<file path="src/rtl/uart_pkg.sv">
// Shared UART definitions: receiver state encoding and default frame geometry.
// Constants only; no logic, no latency, no flow control.
package uart_pkg;

  localparam int UART_OVERSAMPLE = 16;
  localparam int UART_DATA_BITS  = 8;

  typedef enum logic [2:0] {
    RX_IDLE  = 3'd0,
    RX_START = 3'd1,
    RX_DATA  = 3'd2,
    RX_STOP  = 3'd3,
    RX_BREAK = 3'd4
  } rx_state_t;

endpackage

</file>
<file path="src/rtl/uart_rx_if.sv">
// Receiver-side bundle: oversample tick and serial line in, byte/strobes/busy out.
// Strobes are fire-and-forget; the consumer (RX FIFO write side) has no backpressure.
interface uart_rx_if
  import uart_pkg::*;
#(
  parameter int DATA_BITS = UART_DATA_BITS
);

  logic                 rx_en;
  logic                 rx_serial_data;
  logic [DATA_BITS-1:0] rx_data_out;
  logic                 rx_data_valid;
  logic                 rx_frame_err;
  logic                 rx_busy;

  modport master (
    output rx_en,
    output rx_serial_data,
    input  rx_data_out,
    input  rx_data_valid,
    input  rx_frame_err,
    input  rx_busy
  );

  modport slave (
    input  rx_en,
    input  rx_serial_data,
    output rx_data_out,
    output rx_data_valid,
    output rx_frame_err,
    output rx_busy
  );

endinterface

</file>
<file path="src/rtl/uart_sync.sv">
// Single-bit synchroniser for the asynchronous serial line, presets to idle-high.
// Latency SYNC_STAGES clk_in cycles; no flow control.
module uart_sync #(
  parameter int SYNC_STAGES = 2
) (
  input  logic clk_in,
  input  logic rst,
  input  logic din,
  output logic dout
);

  logic [SYNC_STAGES-1:0] sync_q;

  always_ff @(posedge clk_in or posedge rst) begin
    if (rst) begin
      sync_q <= '1;
    end else begin
      sync_q <= {sync_q[SYNC_STAGES-2:0], din};
    end
  end

  assign dout = sync_q[SYNC_STAGES-1];

endmodule

</file>
<file path="src/rtl/uart_rx.sv">
// UART receiver: 16x-oversampled start/data/stop framing, one-cycle valid or framing-error strobe.
// Strobe lands 1 clk_in after the mid-stop-bit rx_en tick; no backpressure, consumer must take it.
module uart_rx
  import uart_pkg::*;
#(
  parameter int DATA_BITS   = UART_DATA_BITS,
  parameter int OVERSAMPLE  = UART_OVERSAMPLE,
  parameter int SYNC_STAGES = 2
) (
  input  logic     clk_in,
  input  logic     rst,
  uart_rx_if.slave rx
);

  localparam int TW = $clog2(OVERSAMPLE);
  localparam int BW = $clog2(DATA_BITS + 1);
  localparam logic [TW-1:0] HALF_LAST = TW'(OVERSAMPLE / 2 - 1);
  localparam logic [TW-1:0] FULL_LAST = TW'(OVERSAMPLE - 1);
  localparam logic [BW-1:0] LAST_BIT  = BW'(DATA_BITS - 1);

  logic                 rxs;
  rx_state_t            state;
  logic [TW-1:0]        tick_cnt;
  logic [BW-1:0]        bit_cnt;
  logic [DATA_BITS-1:0] shift;
  logic [DATA_BITS-1:0] data_q;
  logic                 valid_q;
  logic                 err_q;
  logic                 busy_q;

  uart_sync #(.SYNC_STAGES(SYNC_STAGES)) u_sync (
    .clk_in (clk_in),
    .rst    (rst),
    .din    (rx.rx_serial_data),
    .dout   (rxs)
  );

  always_ff @(posedge clk_in or posedge rst) begin
    if (rst) begin
      state    <= RX_IDLE;
      tick_cnt <= '0;
      bit_cnt  <= '0;
      shift    <= '0;
      data_q   <= '0;
      valid_q  <= 1'b0;
      err_q    <= 1'b0;
      busy_q   <= 1'b0;
    end else begin
      valid_q <= 1'b0;
      err_q   <= 1'b0;
      if (rx.rx_en) begin
        unique case (state)
          RX_IDLE: begin
            if (!rxs) begin
              state    <= RX_START;
              tick_cnt <= '0;
              busy_q   <= 1'b1;
            end
          end
          RX_START: begin
            if (tick_cnt == HALF_LAST) begin
              tick_cnt <= '0;
              // Line back high at mid start bit: treat as a glitch.
              if (!rxs) begin
                state   <= RX_DATA;
                bit_cnt <= '0;
              end else begin
                state  <= RX_IDLE;
                busy_q <= 1'b0;
              end
            end else begin
              tick_cnt <= tick_cnt + TW'(1);
            end
          end
          RX_DATA: begin
            if (tick_cnt == FULL_LAST) begin
              tick_cnt <= '0;
              shift    <= {rxs, shift[DATA_BITS-1:1]};
              bit_cnt  <= bit_cnt + BW'(1);
              if (bit_cnt == LAST_BIT) begin
                state <= RX_STOP;
              end
            end else begin
              tick_cnt <= tick_cnt + TW'(1);
            end
          end
          RX_STOP: begin
            if (tick_cnt == FULL_LAST) begin
              tick_cnt <= '0;
              // Leave at mid stop bit so a back-to-back start edge is not missed.
              if (rxs) begin
                data_q  <= shift;
                valid_q <= 1'b1;
                state   <= RX_IDLE;
                busy_q  <= 1'b0;
              end else begin
                err_q <= 1'b1;
                state <= RX_BREAK;
              end
            end else begin
              tick_cnt <= tick_cnt + TW'(1);
            end
          end
          RX_BREAK: begin
            if (rxs) begin
              state  <= RX_IDLE;
              busy_q <= 1'b0;
            end
          end
          default: begin
            state  <= RX_IDLE;
            busy_q <= 1'b0;
          end
        endcase
      end
    end
  end

  assign rx.rx_data_out   = data_q;
  assign rx.rx_data_valid = valid_q;
  assign rx.rx_frame_err  = err_q;
  assign rx.rx_busy       = busy_q;

endmodule
</file>
<file path="src/flat_wrapper.sv">
// flat-port wrapper written by rule: the top's interface ports become plain ports
module uart_rx_flat import uart_pkg::*;
#(
  parameter int DATA_BITS   = UART_DATA_BITS,
  parameter int OVERSAMPLE  = UART_OVERSAMPLE,
  parameter int SYNC_STAGES = 2
)
  (clk_in, rst, rx_rx_en, rx_rx_serial_data, rx_rx_data_out, rx_rx_data_valid, rx_rx_frame_err, rx_rx_busy);
  uart_rx_if #(.DATA_BITS(DATA_BITS)) rx_i ();
  input  logic clk_in;
  input  logic rst;
  input wire logic [$bits(rx_i.rx_en)-1:0] rx_rx_en;
  input wire logic [$bits(rx_i.rx_serial_data)-1:0] rx_rx_serial_data;
  output wire logic [$bits(rx_i.rx_data_out)-1:0] rx_rx_data_out;
  output wire logic [$bits(rx_i.rx_data_valid)-1:0] rx_rx_data_valid;
  output wire logic [$bits(rx_i.rx_frame_err)-1:0] rx_rx_frame_err;
  output wire logic [$bits(rx_i.rx_busy)-1:0] rx_rx_busy;
  assign rx_i.rx_en = rx_rx_en;
  assign rx_i.rx_serial_data = rx_rx_serial_data;
  assign rx_rx_data_out = rx_i.rx_data_out;
  assign rx_rx_data_valid = rx_i.rx_data_valid;
  assign rx_rx_frame_err = rx_i.rx_frame_err;
  assign rx_rx_busy = rx_i.rx_busy;
  uart_rx #(.DATA_BITS(DATA_BITS), .OVERSAMPLE(OVERSAMPLE), .SYNC_STAGES(SYNC_STAGES)) u_core (.clk_in(clk_in), .rst(rst), .rx(rx_i));
endmodule
</file>
<file path="config.mk">
export PLATFORM = sky130hd
export DESIGN_NAME = uart_rx_flat
export DESIGN_NICKNAME = d
export VERILOG_FILES = /design/src/rtl/uart_pkg.sv /design/src/rtl/uart_rx_if.sv /design/src/rtl/uart_sync.sv /design/src/rtl/uart_rx.sv /design/src/flat_wrapper.sv
export SDC_FILE = /design/constraint.sdc
export NUM_CORES = 1
export LEC_CHECK = 0
export CORE_UTILIZATION = 55
export DETAILED_ROUTE_END_ITERATION = 10
export HOLD_SLACK_MARGIN = 0.15
export PLACE_DENSITY = 0.82
export SYNTH_ARGS = -nofsm -noshare
export SYNTH_HDL_FRONTEND = slang
export SYNTH_SLANG_ARGS = --single-unit
</file>
<file path="constraint.sdc">
create_clock -name clk_in -period 2.6 [get_ports clk_in]
set_clock_uncertainty 0.15 [all_clocks]
set_input_delay 0.52 -clock clk_in [delete_from_list [all_inputs] [get_ports clk_in]]
set_output_delay 0.52 -clock clk_in [all_outputs]
set_load 0.1 [all_outputs]
</file>
Word level (Yosys, flattened, before mapping)
Cells that the tools add are included.

word-level totals
  latch bits = 0
  register bits after elaboration = 32
  memories kept = 0
  memory bits (read-only) = 0
  bits in writable memories = 0
  logic and storage cells = 65
  output and inout port bits = 11

operators by class
  bitwise gates (word level) = 1
  equality and inequality tests = 14
  multipliers = 0
  mux-type cells = 29
  divide/modulo/power cells = 0
  $lt $le $gt $ge = 0
  shift operators = 0
  reduce and logical (&&, ||, !) cells = 10
  add/subtract/negate cells = 2

operator list
  cell                   count
  $mux W3                7
  $mux W4                5
  $pmux W3 S5            1
  $mux W1                12
  $pmux W4 S3            1
  $reduce_and A5 Y1      2
  $add A4 B1 Y4 const B  2
  $eq A4 B3 Y1 const B   2
  $ne A2 B1 Y1 const B   4
  $pmux W4 S2            1
  $reduce_and A7 Y1      1
  $eq A3 B2 Y1 const B   2
  $ne A2 B2 Y1 const B   3
  $reduce_and A3 Y1      2
  $pmux W1 S5            1
  $eq A4 B4 Y1 const B   1
  $reduce_and A4 Y1      1
  $eq A3 B1 Y1 const B   1
  $eq A3 B3 Y1 const B   1
  $logic_not A3 Y1       1
  $reduce_bool A3 Y1     1
  $mux W2                1
  $reduce_bool A2 Y1     1
  $reduce_or A2 Y1       1
  $not A1 Y1             1

Longest topological paths before layout
Gate-level depths: netlist (run 1).

  depth in word-level cells = 4
  depth in mapped cells = 6
  depth with buffers taken out = 5

Cells and area by module
Synthesis (run 1) repeated with hierarchy kept, for this count alone.

second synthesis, totals
  cell total of the unflattened synthesis = 129
  area total of the unflattened synthesis = 1477.7 um^2

modules (own cells, without submodules)
  module     cells an instance  times used  sequential area each (um^2)  area an instance (um^2)
  uart_rx    126                1           750.7                        1421.4
  uart_sync  3                  1           52.6                         56.3

Worst setup path before layout (run 1)
No wires, ideal clock.

  path kind = reg-to-reg
  start point = register u_core.state[1]
  end point = register u_core.bit_cnt[0]
  path buffers = 1
  slack = 780 ps
  cell stages (with the launch flop) = 5
  library setup time = 125 ps
  arrival time = 1545 ps
  period minus slack after synthesis = 1820 ps
  path through = dfrtp_1 > buf_6 > or4b_1 > a211o_1 > mux2_4

between the ends
  longest elaborated chain between the ends = 3

RTL lines
  element                                                RTL line       source
  start: declaration                                     uart_rx.sv:22  rx_state_t state;
  start signal: assignment                               uart_rx.sv:40  state <= RX_IDLE;
  start signal: assignment                               uart_rx.sv:55  state <= RX_START;
  start signal: assignment                               uart_rx.sv:65  state <= RX_DATA;
  $eq A3 B1 Y1 / $eq A3 B2 Y1 (equally long branches)    uart_rx.sv:52  unique case (state)
  $ne A2 B2 Y1 (no source line) (tied with other cells)  n/a
  $reduce_and A5 Y1 (no source line)                     n/a
  end signal: assignment                                 uart_rx.sv:79  bit_cnt <= bit_cnt + BW'(1);
  end: declaration                                       uart_rx.sv:24  logic [BW-1:0] bit_cnt;

Several ways; a longest one is shown, not always the timed one.
A chain may end at the register's enable or synchronous reset.

Worst setup path in the final report (run 1)
  start point = register u_core.state[0]
  end point = register u_core.shift[0]

between the ends
  longest elaborated chain between the ends = 2

RTL lines
  element                             RTL line       source
  $eq A3 B2 Y1                        uart_rx.sv:52
  $reduce_and A3 Y1 (no source line)  n/a
  end signal: assignment              uart_rx.sv:78  shift <= {rxs, shift[DATA_BITS-1:1]};
  end: declaration                    uart_rx.sv:25  logic [DATA_BITS-1:0] shift;

No other way between the ends.

==> impl_metrics.ini, run 1 <==
[global_route]
grt_usage_pct = 21.38
gr-total-overflow = 0
grt_pass1_wl_mm = 4.133
antenna_found_initial = 0
grt_max_degree = 33
grt_pass1_vias = 919

[finish]
areaGrowthSynthToFinish_pct = 13.60
diodes = 0
seq_area_um2 = 803.3
num-nets-final = 147
fillCellCount = 186
fin_area_um2 = 1652
drive_above_1_share_pct = 29.58
multi_input_area_um2 = 598.1

[floorplan]
dieArea_um2 = 2853
rows = 18
start_util_pct = 58.69
core_area_um2 = 2477
ios = 15
die_w_um = 53.42
die_y_um = 53.42

[synthesis]
synth_area_leaders = dfrtp_1, mux2_2, dfstp_2
netlist_area_um2 = 1454
async_flop_share_pct = 100.0
synth_edf_count = 0
synth-warning-count = 0
synth.avg_cell_area_um2 = 11.72
synth.net_count = 130
yosysSeqAreaShare_pct = 55.25
ys_ff_latch = 32
synth_top_area_cell = dfrtp_1
synthCells = 124
synth_top_area_share_pct = 51.64
ys_types = 41
synthFlopType = dfrtp_1

[power_and_ir_drop]
p_leak_nw = 0.7904
power.density_nw_per_um2 = 762.4
vdd_drop_max_uv = 601.7

[critical_path]
path_delay_family = simple AND/OR/NAND/NOR gates
worst-path-max-fanout = 15
crit_arrival_ns = 2.11
critPathBufInv = 0
end_kind = register
critPathMaxStageDelay_ns = 0.54
cp_slowest_cell = dfrtp_1
crit_required_ns = 2.67
crit_chain = nor3b_1, and3_1, mux2_2
critical_path_class = reg -> reg
worstSetupStartpointType = register

[timing]
setup_tns_ns = 0
period_needed_ns = 2.044
finalCritPeriodShare_pct = 78.61
rsz0062_at_grt = false
finalSetupViolCount = 0
tightest_slew_ns = 0.3995
finalHoldViolations = 0
maxSlewHeadroom_pct = 72.68
fmax_mhz = 489.2
maxSlewViolCount = 0

[detailed_routing]
drt-initial-drc-count = 26
dr_total_vias = 1012
drt_first_pass_iters = 4
routed_wl_mm = 2.554
via_per_inst = 5.884
ant_nets = 0
drcViolationCount = 0
wl_per_cell_um = 14.85

[clock_tree]
cts_max_path_buffers = 2
cts_buffers = 5
clkTransAtPathRegs_ns = 0.10
clock_latency_ns = 0.33
cts_sinks = 32
cts_hold_buf = 0
h-tree-depth = 2
root_buffer = clkbuf_4
cts_tree = done
post_cts_buffers = 0
ctsResizeCount = 0

[placed_design]
hpwl_mm = 1.701
port_buffers = 14
routabilityCongestion = 0.8003
placed_area_um2 = 1589

[job]
maxCapViolations = 0

[outcome]
status = completed

[hold_path]
hp-class = reg -> reg
## kinds of logic (layout without fill, tap and decap cells)
kind of cell	Yosys count	in the layout	share of synthesized area [%]
and+or+nand+nor	33	33	12.13
DFF	32	32	55.25
AOI/OAI and AO/OA	28	28	13.25
muxes	17	17	13.42
buffers and inverters	11	29	3.614
adders and majority gates	2	2	1.721
xor gates and xnor gates	1	1	0.6025
## worst register-to-register path, delay by kind of cell, from the launching register on
family        cells  cell delay [ns]
simple gates      2             0.88
mux               1             0.39
flops             1             0.54
## cells in the mapped netlist (2+ instances only)
library cell,instances
dfrtp_1,30
mux2_2,16
nand2_1,9
o21ai_0,6
nor2_1,5
inv_1,4
a21oi_1,3
and3_1,3
buf_2,3
clkbuf_1,3
nor3_1,3
o21ai_1,3
a22o_1,2
a31oi_1,2
dfstp_2,2
ha_1,2
nand3_1,2
nand3b_1,2
nor3b_1,2
## power breakdown
group / switching [W] / leakage, nW / internal, W
Sequential: 0.000100 / 0.408 / 0.000592
Clock: 0.000165 / 0.0315 / 0.000132
Combinational: 0.000128 / 0.350 / 0.000142
Total: 0.000392 / 0.790 / 0.000867
## flip-flops by register name, indices dropped and copies added (netlist names)
register                 count
u_core.rx.rx_busy            1
u_core.state                 3
u_core.bit_cnt               4
u_core.u_sync.sync_q         2
u_core.tick_cnt              4
u_core.rx.rx_data_out        8
u_core.rx.rx_data_valid      1
u_core.rx.rx_frame_err       1
u_core.shift                 8
## final timing paths
check	startpoint	cells past startpoint	slack (ns)	to
min in group asynchronous	rst	3	0.41	u_core.rx.rx_data_out[7]
max in group asynchronous	rst	3	1.55	u_core.u_sync.sync_q[1]
worst min register to register	u_core.u_sync.sync_q[0]	0	0.22	u_core.u_sync.sync_q[1]
worst max-delay path	u_core.state[0]	3	0.56	u_core.shift[0]
worst max register to register	u_core.state[0]	3	0.56	u_core.shift[0]
worst min-delay path	u_core.u_sync.sync_q[0]	0	0.22	u_core.u_sync.sync_q[1]
## cells in the final DEF (no fill, tap or decap), drive strengths merged, types with 2 or more instances in the layout
| cell type | synthesis | routed |
|---|---|---|
| a31oi | 2 | 2 |
| nor3b | 2 | 2 |
| nand3 | 2 | 2 |
| dfstp | 2 | 2 |
| and3 | 3 | 3 |
| nand2 | 9 | 9 |
| a21oi | 3 | 3 |
| clkdlybuf4s50 | 0 | 3 |
| ha | 2 | 2 |
| mux2 | 17 | 17 |
| clkbuf | 3 | 7 |
| o21ai | 9 | 9 |
| nor2 | 5 | 5 |
| buf | 4 | 14 |
| nand3b | 2 | 2 |
| dfrtp | 30 | 30 |
| inv | 4 | 4 |
| a22o | 3 | 3 |
| nor3 | 3 | 3 |
## per-stage QoR
stage | power (W) | setup slack [ns] | hold slack, ns | utilization [%] | cells
2_1_floorplan | 0.0008985 | 0.7798 | 0.1952 | - | 124
3_3_place_gp | 0.0009477 | 0.2843 | 0.1980 | 64.14 | 164
3_5_place_dp | 0.0009681 | 0.2173 | 0.1972 | 64.14 | 164
4_1_cts | 0.001270 | 0.5708 | 0.2198 | 66.67 | 172
5_1_grt | 0.001344 | 0.4370 | 0.2240 | 66.67 | 172
6_report | 0.001259 | 0.5560 | 0.2179 | 66.67 | 172
## cell type report
| cell class | count | share of cell area (%) |
|---|---|---|
| Clock buffer | 7 | 3.333 |
| Sequential cell | 32 | 48.64 |
| Multi-Input combinational cell | 81 | 36.21 |
| Tap cell | 30 | 2.273 |
| Timing Repair Buffer | 17 | 8.182 |
| Clock inverter | 1 | 0.4545 |
| Inverter | 4 | 0.9091 |
## metal layers
metal | track usage, % | routed length (µm) | share of wire, %
met1 | 27.39 | 1232 | 48
met2 | 32.08 | 1202 | 47
met5 | 0 | 0 | 0
met4 | 7.895 | 21 | 0.82
met3 | 8.621 | 97 | 3.8
Power figures use the tool's default switching activity.
==> run 2, diff against run 1 <==
Clock period 2.6 ns to 1.9 ns, I/O delays scaled along.
==> impl_metrics.ini, run 2 (synthesis results as in run 1) <==
[clock_tree]
cts_hold_buf = 0
cts_buffers = 5
clkTransAtPathRegs_ns = 0.12
root_buffer = clkbuf_4
cts_sinks = 32
post_cts_buffers = 0
h-tree-depth = 2
cts_max_path_buffers = 2
clock_latency_ns = 0.34
cts_tree = done

[detailed_routing]
via_per_inst = 6.128
met1_length_mm = 1.334
drcViolationCount = 0
dr_wl_met3_um = 110
drt_first_pass_iters = 4
routed_wl_mm = 3.068
route.met2.wl_mm = 1.536
top_layer = met4
dr_total_vias = 1103
drt-initial-drc-count = 41
ant_nets = 0
wl_per_cell_um = 17.04

[critical_path]
worstSetupStartpointType = register
reg2reg_to = u_core.bit_cnt[2]
reg2reg_from = u_core.state[1]
crit_start = u_core.state[1]
regToRegSetupSlack_ns = 0.02
r2r_cells = 4
end_kind = register
crit_arrival_ns = 1.95
critical_path_class = reg -> reg
worst-path-max-fanout = 5
crit_required_ns = 1.96

[outcome]
status = completed

[global_route]
antenna_found_initial = 0
grt_pass1_vias = 1085
grt_usage_pct = 26.11
grt_pass1_wl_mm = 5.099
grt_max_degree = 33
gr-total-overflow = 0

[finish]
areaGrowthSynthToFinish_pct = 29.52
final_cell_mix = dfrtp_1, mux2_2, buf_12
final_common_cell = dfrtp_1
diodes = 0
num-nets-final = 155
fin_area_um2 = 1883
final_core_util_pct = 76.01
drive_above_1_share_pct = 35.33
multi_input_area_um2 = 601.8
fillCellCount = 166
seq_area_um2 = 803.3

[timing]
maxSlewHeadroom_pct = 71.28
finalHoldViolations = 0
period_needed_ns = 1.882
finalSetupViolCount = 0
finalCritPeriodShare_pct = 99.06
rsz0062_at_grt = false
fmax_mhz = 531.3
tightest_slew_ns = 0.4269
maxSlewViolCount = 0

[hold_path]
hold_end = u_core.u_sync.sync_q[1]
hp-class = reg -> reg
holdPathStages = 0
min_from = u_core.u_sync.sync_q[0]

[floorplan]
die_w_um = 53.42
rows = 18
ios = 15
die_y_um = 53.42
start_util_pct = 58.69
core_area_um2 = 2477
dieArea_um2 = 2853

[placed_design]
placed_area_um2 = 1799
hpwl_mm = 2.121
routabilityCongestion = 0.8940
port_buffers = 14

[job]
maxCapViolations = 0

[power_and_ir_drop]
power.density_nw_per_um2 = 1005
p_leak_nw = 0.8736
vdd_drop_max_uv = 883.5
[run 2: worst max path at each step]
stage                        end  slack, ns  cells after the start
3_3_place_gp   u_core.bit_cnt[0]      -0.09                      5
6_report       u_core.bit_cnt[2]       0.02                      4
3_5_place_dp   u_core.bit_cnt[2]      -0.14                      6
5_1_grt        u_core.bit_cnt[2]      0.004                      4
4_1_cts        u_core.bit_cnt[2]       0.03                      4
2_1_floorplan  u_core.bit_cnt[0]       0.08                      4
[run 2: metal layers]
metal / GRT usage [%] / vias to the layer above
li1: - / 508
met1: 35.23 / 539
met2: 38.13 / 43
met3: 4.885 / 13
met4: 16.23 / 0
met5: 0 / -
[run 2: timing repair]
action / in CTS / in global routing
endpoints found under the hold margin: 0 / 0
setup endpoints to repair: 0 / 5
gates resized for setup: 0 / 2
[run 2: cell type report]
class,count,area share [%]
multi-input cells,81,31.96
repair buffers,25,18.34
clock buffers,5,1.993
flip-flops and latches,32,42.66
clock inverters,3,2.259
inverters,4,0.7973
well taps,30,1.993
[run 2: stage by stage]
stage                     cells  power [W]  setup TNS (ns)  hold slack, ns  setup slack (ns)
final                       180   0.001892               0          0.2145           0.01780
after global routing        180   0.001999               0          0.2190          0.003672
after CTS                   180   0.001888               0          0.2156           0.03254
after detailed placement    172   0.001374          -1.654          0.2017           -0.1367
after global placement      172   0.001328          -1.218          0.1966          -0.08717
after floorplan             124   0.001229               0          0.1952           0.07977
[run 2: where the power goes]
part	total [W]	switching (W)	internal (W)
Clock	0.000515	0.000241	0.000274
Sequential	0.000941	0.000130	0.000810
Combinational	0.000436	0.000211	0.000225
[run 2: critical path, stage by stage (launching register included)]
cell	delay, ns
dfrtp_1	0.44
or4b_1	0.52
a211o_1	0.34
o21ai_0	0.21
o21ai_1	0.09
==> run 3, diff against run 2 <==
Settings changed: CELL_PAD_IN_SITES_DETAIL_PLACEMENT set to 2, CELL_PAD_IN_SITES_GLOBAL_PLACEMENT set to 2, CORE_UTILIZATION 55 to 37, PLACE_DENSITY 0.82 to 0.81.
==> impl_metrics.ini, run 3 (synthesis results as in run 1) <==
[global_route]
gr-total-overflow = 0
grt_pass1_wl_mm = 7.286
grt_max_degree = 33
grt_pass1_vias = 1316
antenna_found_initial = 0
grt_usage_pct = 24.20

[finish]
final_cell_mix = dfrtp_1, buf_4, mux2_2
areaGrowthSynthToFinish_pct = 40.19
layoutNonFillerInstCount = 207
num-nets-final = 164
seq_area_um2 = 804.5
final_common_cell = dfrtp_1
drive_above_1_share_pct = 43.40
fillCellCount = 359
diodes = 0
multi_input_area_um2 = 635.6

[timing]
maxSlewViolCount = 0
finalCritPeriodShare_pct = 99.41
finalHoldViolations = 0
fmax_mhz = 529.4
period_needed_ns = 1.889
tightest_slew_ns = 0.4333
maxSlewHeadroom_pct = 71.01
final.setup.worst_slack_ns = 0.01122
finalSetupViolCount = 0

[placed_design]
post-place-ws_ns = -0.2281
port_buffers = 14
routabilityCongestion = 0.8150
dp.cells = 197
hpwl_mm = 2.880

[outcome]
status = completed

[floorplan]
die_w_um = 64.69
die_y_um = 64.69
ios = 15
start_util_pct = 39.12
dieArea_um2 = 4184
core_area_um2 = 3716
rows = 22

[critical_path]
crit_required_ns = 1.93
regToRegSetupSlack_ns = 0.01
reg2reg_to = u_core.bit_cnt[0]
reg2reg_from = u_core.state[0]
cp_slowest_cell = dfrtp_1
crit_arrival_ns = 1.92
critPathMaxStageDelay_ns = 0.49
end_kind = register
worstSetupStartpointType = register
r2r_cells = 3
crit_chain = or4b_1, a211o_4, mux2_4
critical_path_class = reg -> reg
worst-path-max-fanout = 5
critPathBufInv = 0
path_delay_family = flip-flops

[clock_tree]
root_buffer = clkbuf_8
cts_buffers = 5
cts_max_path_buffers = 2
clock_latency_ns = 0.30
h-tree-depth = 2
clkTransAtPathRegs_ns = 0.08
cts_tree = done
cts_sinks = 32

[detailed_routing]
drt_first_pass_iters = 4
routed_wl_mm = 4.484
wl_per_cell_um = 21.66
via_per_inst = 5.594
ant_nets = 0
dr_total_vias = 1158
drcViolationCount = 0
drt-initial-drc-count = 64

[power_and_ir_drop]
power.density_nw_per_um2 = 1031
vdd_drop_max_uv = 591.9
p_leak_nw = 0.9298
seq_power_share_pct = 44.4
combinationalPowerShare_pct = 28.0
intPower_w = 0.001393
p_sw_share_pct = 33.76
power_switching_w = 0.0007097
p_clk_share_pct = 27.5

[hold_path]
min_from = u_core.u_sync.sync_q[0]
holdPathStages = 0
hold_end = u_core.u_sync.sync_q[1]
hp-class = reg -> reg

[job]
maxCapViolations = 0
==> run 3: cell types whose count changed in the layout (fill, tap and decap cells not counted), sizes merged <==
| cell | change |
|---|---|
| buf | +9 |
| bufinv | -1 |
| clkbuf | +1 |
| clkinv | -1 |
| clkinvlp | +1 |
==> run 3: routing by layer <==
metal  track usage (%)  part of all wire, %
met4             7.500                  2.5
met2             40.92                   51
met5                 0                    0
met1             30.15                   43
met3             6.162                  3.4
==> run 3: cell type report <==
class / count / area share, %
repair buffers: 34 / 20.87
inverters: 4 / 0.7366
flip-flops and latches: 32 / 39.47
clock inverters: 2 / 0.7366
clock buffers: 6 / 4.052
well taps: 48 / 2.947
multi-input cells: 81 / 31.18
==> run 3: how the worst max path moves through the flow <==
| stage | start | endpoint | slack [ns] | cells past startpoint |
|---|---|---|---|---|
| finish | u_core.state[0] | u_core.bit_cnt[0] | 0.01 | 3 |
| global route | u_core.state[1] | u_core.tick_cnt[3] | -0.01 | 6 |
| CTS | u_core.state[1] | u_core.bit_cnt[0] | 0.02 | 3 |
| detailed placement | rx_rx_en | u_core.rx.rx_data_out[4] | -0.23 | 6 |
| global placement | rx_rx_en | u_core.bit_cnt[0] | -0.12 | 5 |
| floorplan | u_core.state[1] | u_core.bit_cnt[0] | 0.08 | 4 |
==> run 3: power by group through the flow <==
stage / Clock (W) / Sequential (W) / Combinational [W]
2_1_floorplan: 0 / 0.000914 / 0.000315
3_3_place_gp: 0 / 0.000921 / 0.000466
3_5_place_dp: 0 / 0.000943 / 0.000511
4_1_cts: 0.000590 / 0.000930 / 0.000538
5_1_grt: 0.000619 / 0.000949 / 0.000641
6_report: 0.000579 / 0.000934 / 0.000590
==> run 3: worst register-to-register path, delay by kind of cell, from the launching register on <==
kind / cells / cell delay, ns
flip-flops: 1 / 0.49
multiplexers: 1 / 0.27
AO/OA/AOI/OAI: 1 / 0.38
AND/OR/NAND/NOR: 1 / 0.48
==> run 3: what timing repair did <==
item	4_1_cts	5_1_grt
endpoints found under the setup margin	11	23
endpoints found under the hold margin	0	0
setup buffers	1	1
hold buffers	0	0
resized for setup	3	9
==> run 3: per-stage QoR <==
stage                     hold WS (ns)  utilization, %  TNS [ns]  cell area, µm²  total power (W)
after floorplan                 0.1952               -         0            1454         0.001229
after global placement          0.1978           50.77    -1.460            1887         0.001387
after detailed placement        0.2080           50.77    -2.934            1887         0.001454
after CTS                       0.2245           53.91         0            2003         0.002057
after global routing            0.2271           54.85  -0.01049            2038         0.002209
final                           0.2242           54.85         0            2038         0.002102
